`config.mk`:
```
export PLATFORM = sky130hd
export DESIGN_NAME = collatz_sync_core
export DESIGN_NICKNAME = d
export VERILOG_FILES = /design/src/rtl/collatz_sync_core_pkg.sv /design/src/rtl/collatz_sync_core_step.sv /design/src/rtl/collatz_sync_core.sv
export SDC_FILE = /design/constraint.sdc
export NUM_CORES = 1
export LEC_CHECK = 0
export BUFFER_PORTS_ARGS = -buffer_cell sky130_fd_sc_hd__buf_2
export CORE_UTILIZATION = 40
export DETAILED_ROUTE_END_ITERATION = 8
export HOLD_SLACK_MARGIN = 0.15
export SETUP_SLACK_MARGIN = 0.02
export SLEW_MARGIN = 0
export SYNTH_ARGS = -nofsm -noshare
export SYNTH_HDL_FRONTEND = slang
export SYNTH_SLANG_ARGS = --single-unit
```
`constraint.sdc`:
```
create_clock -name clk -period 3 [get_ports clk]
set_input_delay 0.15 -clock clk [delete_from_list [all_inputs] [get_ports clk]]
set_output_delay 0.15 -clock clk [all_outputs]
set_load 0.1 [all_outputs]
```
`src/rtl/collatz_sync_core_pkg.sv`:
```
// collatz_sync_core_pkg: state encoding and error sentinel shared by the Collatz core
package collatz_sync_core_pkg;
  typedef enum logic [1:0] {IDLE = 2'd0, RUN = 2'd1, DONE = 2'd2} state_t;
  localparam logic [63:0] ERR_ALL = '1;
endpackage

```
`src/rtl/collatz_sync_core_step.sv`:
```
// collatz_step: one combinational Collatz step with terminal and overflow flags
module collatz_step #(
  parameter int N = 27
) (
  input  logic [N-1:0] n,
  output logic [N-1:0] next,
  output logic         is_one,
  output logic         is_zero,
  output logic         ovf
);
  logic [N+1:0] t;
  // 3n+1 is formed as n + 2n + 1 at N+2 bits so it is never truncated
  assign t       = {2'b00, n} + {1'b0, n, 1'b0} + (N+2)'(1);
  assign next    = n[0] ? t[N-1:0] : n >> 1;
  assign is_one  = n == N'(1);
  assign is_zero = n == '0;
  assign ovf     = n[0] && |t[N+1:N];
endmodule

```
`src/rtl/collatz_sync_core.sv`:
```
// collatz_sync_core: valid/ready responder returning the Collatz step count of in0
import collatz_sync_core_pkg::*;
module collatz_sync_core #(
  parameter int N         = 27,
  parameter int MAX_STEPS = 2**N - 2
) (
  input  logic         clk,
  input  logic         nrst,
  input  logic         in_valid,
  output logic         in_ready,
  input  logic [N-1:0] in0,
  output logic         out_valid,
  input  logic         out_ready,
  output logic [N-1:0] out0,
  output logic         out_err
);
  localparam logic [N-1:0] LIMIT = N'(MAX_STEPS);
  localparam logic [N-1:0] ERR   = ERR_ALL[N-1:0];
  state_t       state;
  logic [N-1:0] n, steps, next;
  logic         is_one, is_zero, ovf;
  collatz_step #(.N(N)) u_step (.n(n), .next(next), .is_one(is_one), .is_zero(is_zero), .ovf(ovf));
  always_ff @(posedge clk or negedge nrst) begin
    if (!nrst) begin
      state     <= IDLE;
      in_ready  <= 1'b0;
      out_valid <= 1'b0;
      out0      <= '0;
      out_err   <= 1'b0;
      n         <= '0;
      steps     <= '0;
    end else begin
      case (state)
        IDLE: begin
          if (in_valid && in_ready) begin
            n        <= in0;
            steps    <= '0;
            in_ready <= 1'b0;
            state    <= RUN;
          end else in_ready <= 1'b1;
        end
        RUN: begin
          // terminal checks win over stepping: zero, one, timeout, overflow
          if (is_zero || is_one || steps == LIMIT || ovf) begin
            out0      <= (!is_zero && is_one) ? steps : ERR;
            out_err   <= is_zero || !is_one;
            out_valid <= 1'b1;
            state     <= DONE;
          end else begin
            n     <= next;
            steps <= steps + N'(1);
          end
        end
        DONE: begin
          if (out_valid && out_ready) begin
            out_valid <= 1'b0;
            in_ready  <= 1'b1;
            state     <= IDLE;
          end
        end
        default: state <= IDLE;
      endcase
    end
  end
endmodule

```
Word-level counts from Yosys, hierarchy flattened
Index checks and enable logic that the tools add are counted.
{"block": "word_totals", "ff_bits": 86, "latchBits": 0, "ramBits": 0, "romBits": 0, "out_inout_bits": 30, "word_cells": 57, "memories": 0}
{"block": "classes", "addsub": 3, "mul": 0, "div_mod_pow": 0, "n_lt_le_gt_ge": 0, "eq_ne": 8, "n_shift": 0, "muxes": 18, "bitwise": 0, "reduce_logical": 21}
{"cell": "2-to-1 mux 27 bit", "n": 6}
{"cell": "case mux 27 bit (2 select lines)", "n": 2}
{"cell": "adder 27 x 28 -> 29 bit", "n": 1}
{"cell": "adder 29 x 1 -> 29 bit (second input constant)", "n": 1}
{"cell": "adder 27 x 1 -> 27 bit (second input constant)", "n": 1}
{"cell": "equality test 27 x 1 -> 1 bit (second input constant)", "n": 1}
{"cell": "equality test 27 bit (second input constant)", "n": 1}
{"cell": "logical NOT 27 bit", "n": 1}
{"cell": "AND reduction 3 bit", "n": 3}
{"cell": "!= test 2 bit (second input constant)", "n": 4}
{"cell": "2-to-1 mux 2 bit", "n": 3}
{"cell": "case mux 2 bit (3 select lines)", "n": 1}
{"cell": "nonzero test 2 bit", "n": 3}
{"cell": "logical AND 1 bit", "n": 4}
{"cell": "logical OR 1 bit", "n": 4}
{"cell": "2-to-1 mux 1 bit", "n": 4}
{"cell": "case mux 1 bit (2 select lines)", "n": 2}
{"cell": "AND reduction 2 bit", "n": 2}
{"cell": "equality test 2 x 1 -> 1 bit (second input constant)", "n": 1}
{"cell": "equality test 2 bit (second input constant)", "n": 1}
{"cell": "logical NOT 1 bit", "n": 2}
{"cell": "logical NOT 2 bit", "n": 1}
{"cell": "OR reduction 2 bit", "n": 1}

Logic depth before layout (Yosys ltp)
{"block": "depth", "word_depth": 7, "depth_mapped": 13}

Modules after synthesis
A second synthesis with hierarchy kept.
{"block": "unflattened", "cells_unflattened": 720, "hier_area_um2": 6531.3}
{"mod": "collatz_sync_core", "instances": 1, "cells_per_inst": 413, "area_each_um2": 4483.0, "seq_area_each_um2": 2152.1}
{"mod": "collatz_step", "instances": 1, "cells_per_inst": 307, "area_each_um2": 2048.2, "seq_area_each_um2": 0.0}

Least setup slack after synthesis
Ideal clock, no wire load.
{"block": "synth_timing", "path_kind": "flip-flop to flip-flop", "start": "register n[9]", "end": "register n[14]", "setup_ps": 138, "arrival_time_ps": 2622, "required_time_ps": 2862, "slack_ps": 240, "stages_incl_launch_ff": 13, "n_path_buf": 3, "cell_sequence": "dfrtp_1 ha_1 buf_6 a2111oi_4 o211ai_2 nand3_1 nor3_1 o211a_1 or3_1 buf_2 nand2_2 buf_4 o221ai_1"}
{"block": "synth_via", "elab_chain_len": 7}
{"item": "from (decl)", "line": "collatz_sync_core.sv:20", "source": "logic [N-1:0] n, steps, next;"}
{"item": "from (signal assigned)", "line": "collatz_sync_core.sv:36", "source": "n <= in0;"}
{"item": "from (signal assigned)", "line": "collatz_sync_core.sv:50", "source": "n <= next;"}
{"item": "adder 27 x 28 -> 29 bit", "line": "collatz_sync_core_step.sv:13", "source": "assign t = {2'b00, n} + {1'b0, n, 1'b0} + (N+2)'(1);"}
{"item": "adder 29 x 1 -> 29 bit", "line": "collatz_sync_core_step.sv:13"}
{"item": "OR reduction 2 bit", "line": "collatz_sync_core_step.sv:17", "source": "assign ovf = n[0] && |t[N+1:N];"}
{"item": "logical AND 1 bit", "line": "collatz_sync_core_step.sv:17"}
{"item": "logical OR 1 bit", "line": "collatz_sync_core.sv:44", "source": "if (is_zero || is_one || steps == LIMIT || ovf) begin"}
{"item": "!= test 2 bit (no source line)"}
{"item": "AND reduction 3 bit (no source line)"}
Parallel ways exist; a longest one is shown, timed or not. The select of a mux whose other input is x is not followed.
A chain may end at the register's enable or synchronous reset.

Worst setup path after layout
{"block": "layout_timing", "start": "register n[4]", "end": "register n[6]"}
The elaborated chain is that of the path after synthesis.

==> results.json <==
{
  "comb_power_share": 0.698,
  "worstPathArrival_ns": 3.23,
  "coreArea_um2": 15310,
  "ys_seq_area_frac": 0.3397,
  "crit_slowest_cell": "dfrtp_1",
  "multi_input_area_um2": 3984,
  "via_per_inst": 5.825,
  "yosys_most_used_dff": "dfrtp_1",
  "num_vias": 6110,
  "placed_cell_area_um2": 7186,
  "relSlewSlack": 0.4879,
  "grt_util_all_layers": 0.2365,
  "fp.dieH_um": 127.9,
  "async_flop_share": 1.000,
  "hold_viol": 0,
  "grt_max_degree": 62,
  "n_fill_cell": 1460,
  "rows": 45,
  "report.final.slew_viol_count": 0,
  "share_seq_of_total_power": 0.175,
  "cts-buffers-inserted": 9,
  "p_sw_mw": 4.686,
  "seq_area_um2": 2158,
  "path_delay_family": "simple AND/OR/NAND/NOR gates",
  "p_int_mw": 5.163,
  "ys_warn_count": 0,
  "clock_latency_ns": 0.35,
  "grt_pass1_vias": 6014,
  "status": "completed",
  "fmax_ghz": 0.3343,
  "cellPowerDensity_nw_per_um2": 1215,
  "io_buffers": 60,
  "rsz0062_at_grt": "yes",
  "drtIter0Drc": 426,
  "n_antenna_cell": 0,
  "postSynthCellCount": 703,
  "postLayoutCellArea_um2": 8107,
  "worst_pin_slew_ns": 0.7681,
  "grt_first_pass_wirelength_um": 30190,
  "sw_frac_of_total": 0.4758,
  "cts_tree": "built",
  "place_ws_ns": -0.05051,
  "path_buf_inv": 4,
  "clkPwrFrac": 0.127,
  "syn-cell-area_um2": 6336,
  "worst_hold_slack_ns": 0.1669,
  "die-area_um2": 16350,
  "areaGrowthSynthToFinish_pct": 27.94,
  "antenna_found_initial": 0,
  "routed_wl_um": 18890,
  "final_core_util": 0.5293,
  "drive_above_1_share": 0.2637,
  "p_leak_nw": 3.415,
  "grt.overflow.total": 0,
  "final_cell_count_no_fill": 1049,
  "synth_cell_types": 75,
  "period_minus_slack_ns": 2.991,
  "place.gp.congestion": 0.9322,
  "drv_cap": 0,
  "hold_path_class": "input pin to register",
  "finalSetupViolCount": 0,
  "drc": 0,
  "required_ns": 3.24,
  "syn_nets": 781,
  "dp_hpwl_um": 13870,
  "cpPeakStageDelay_ns": 0.42,
  "cts-root-buf": "clkbuf_16",
  "ir_drop_mv": 0.5549,
  "dp_cells": 994,
  "nets": 911,
  "ys_seq_elements": 86,
  "cpMostUsedCell": "buf_4",
  "clockBufferDepth": 2,
  "firstDrtPassIters": 5,
  "die_w_um": 127.9,
  "clock_skew_ns": 0.007619,
  "cts_max_level": 3,
  "layout_setup_ws_ns": 0.008599,
  "detail_route.wl_per_cell_um": 18.01,
  "ant_nets": 0,
  "initial_core_util": 0.4137,
  "end_kind": "register",
  "synth_edf_count": 0,
  "final.period_utilization": 0.9971,
  "cts_sinks": 86,
  "critPathKind": "register to register",
  "worst-path-max-fanout": 16,
  "path_cells": "inv_1 -> ha_2 -> nand2_1 -> buf_4 -> o211ai_2 -> nand3_2 -> nor3_2 -> nor4b_2 -> buf_4 -> nor3_4 -> buf_12 -> nor3_1 -> a221o_1",
  "clkTransAtPathRegs_ns": 0.07,
  "pin_count": 61,
  "start_kind": "register",
  "syn_avg_cell_area_um2": 9.013
}
## final timing paths
path	from	endpoint	slack, ns	cells after the start
hold / removal	in0[1]	register	0.17	3
hold reg to reg	out_err$_DFFE_PN0P_	out_err$_DFFE_PN0P_	0.50	1
max in group asynchronous	nrst	n[20]$_DFFE_PN0P_	1.83	3
setup reg to reg	n[4]$_DFFE_PN0P_	n[6]$_DFFE_PN0P_	0.009	13
setup / recovery	n[4]$_DFFE_PN0P_	n[6]$_DFFE_PN0P_	0.009	13
min in group asynchronous	nrst	out_err$_DFFE_PN0P_	0.42	2
## layout by cell type, fill, tap and decap left out, types with 8 or more instances in the layout
cell type / instances
nand2_1: 65
xnor2_1: 12
nand4_1: 12
nand2b_1: 10
ha_2: 8
nand3_1: 33
nor3_1: 10
mux2i_1: 21
o21ai_0: 27
and3_1: 8
ha_1: 33
dfrtp_1: 81
nor2_1: 26
clkbuf_16: 9
inv_1: 44
dlygate4sd3_1: 27
o21a_1: 8
or4_1: 16
o211ai_1: 32
a21oi_2: 10
o221ai_1: 10
buf_2: 59
a21oi_1: 25
o22a_1: 27
buf_4: 69
## logic make-up after synthesis
family	synth area share
fa+ha+maj	0.09400
xor+xnor	0.02626
buf+inv	0.06615
mux	0.03673
simple gates	0.1925
flops	0.3397
compound gates	0.2447
## synthesized netlist by cell type, drive strengths merged, types with 5 or more instances
cell type / n / area [um2]
nor2: 28 / 107.6
or4: 18 / 135.1
mux2i: 21 / 210.2
a211oi: 7 / 52.55
o22a: 27 / 236.5
buf: 24 / 173.9
nor3: 14 / 80.08
xor2: 7 / 61.31
xnor2: 12 / 105.1
o21a: 8 / 60.06
o221ai: 11 / 96.34
nand2b: 10 / 62.56
inv: 46 / 172.7
or3: 7 / 43.79
o31ai: 5 / 37.54
ha: 46 / 575.6
dfrtp: 86 / 2152
nor4: 8 / 65.06
nand2: 68 / 257.8
o21ai: 32 / 160.1
o211ai: 33 / 252.7
nand3: 35 / 175.2
and3: 8 / 50.05
a21oi: 36 / 191.4
a31oi: 7 / 43.79
clkbuf: 19 / 72.56
a32oi: 5 / 43.79
nand4: 14 / 100.1
## worst reg2reg max path, delay by kind of cell, from the launching register on
| kind | cells | cell delay, ns |
|---|---|---|
| adder cells (fa/ha/maj) | 1 | 0.38 |
| AND/OR/NAND/NOR | 6 | 1.02 |
| AO/OA/AOI/OAI | 2 | 0.46 |
| buffers and inverters | 4 | 0.61 |
| flip-flops | 1 | 0.42 |
## final cells by class
cell class,instances,area share
Clock buffer,10,0.02948
Clock inverter,6,0.01127
Inverter,46,0.02130
Multi-Input combinational cell,528,0.4914
Sequential cell,86,0.2662
Tap cell,211,0.03257
Timing Repair Buffer,162,0.1477
## stage by stage
step	TNS (ns)	power, mW
floorplan	0	5.905
global placement	-0.2581	7.811
detailed placement	-0.2095	7.896
CTS	0	9.283
global route	-3.050	10.55
finish	0	9.849
## power by group through the flow
stage | Clock, mW | Combinational, mW | Sequential [mW]
2_1_floorplan | 0 | 4.16 | 1.74
3_3_place_gp | 0 | 6.08 | 1.73
3_5_place_dp | 0 | 6.17 | 1.73
4_1_cts | 1.28 | 6.30 | 1.71
5_1_grt | 1.32 | 7.46 | 1.77
6_report | 1.25 | 6.87 | 1.73
## flip-flops by register name (all words and copies together), names as in the netlist, named ones only
name and flops:
steps 27, out_err 1, out0 27, out_valid 1, n 26, state 2, in_ready 1
## routing by layer
| layer | global-route usage | wire length, um | up-vias |
|---|---|---|---|
| met5 | 0 | 0 | - |
| met1 | 0.2989 | 8455 | 2968 |
| met4 | 0.09066 | 466 | 0 |
| met3 | 0.03756 | 960 | 41 |
| met2 | 0.4047 | 9012 | 189 |
| li1 | - | - | 2912 |
## repair_timing
action,in CTS,in global routing
setup endpoints to repair,69,85
pin swaps,3,10
resized for setup,9,49
endpoints found under the hold margin,86,0
buffers inserted,2,10
hold buffers,27,0
No activity file was read; power rests on OpenSTA's default activity.
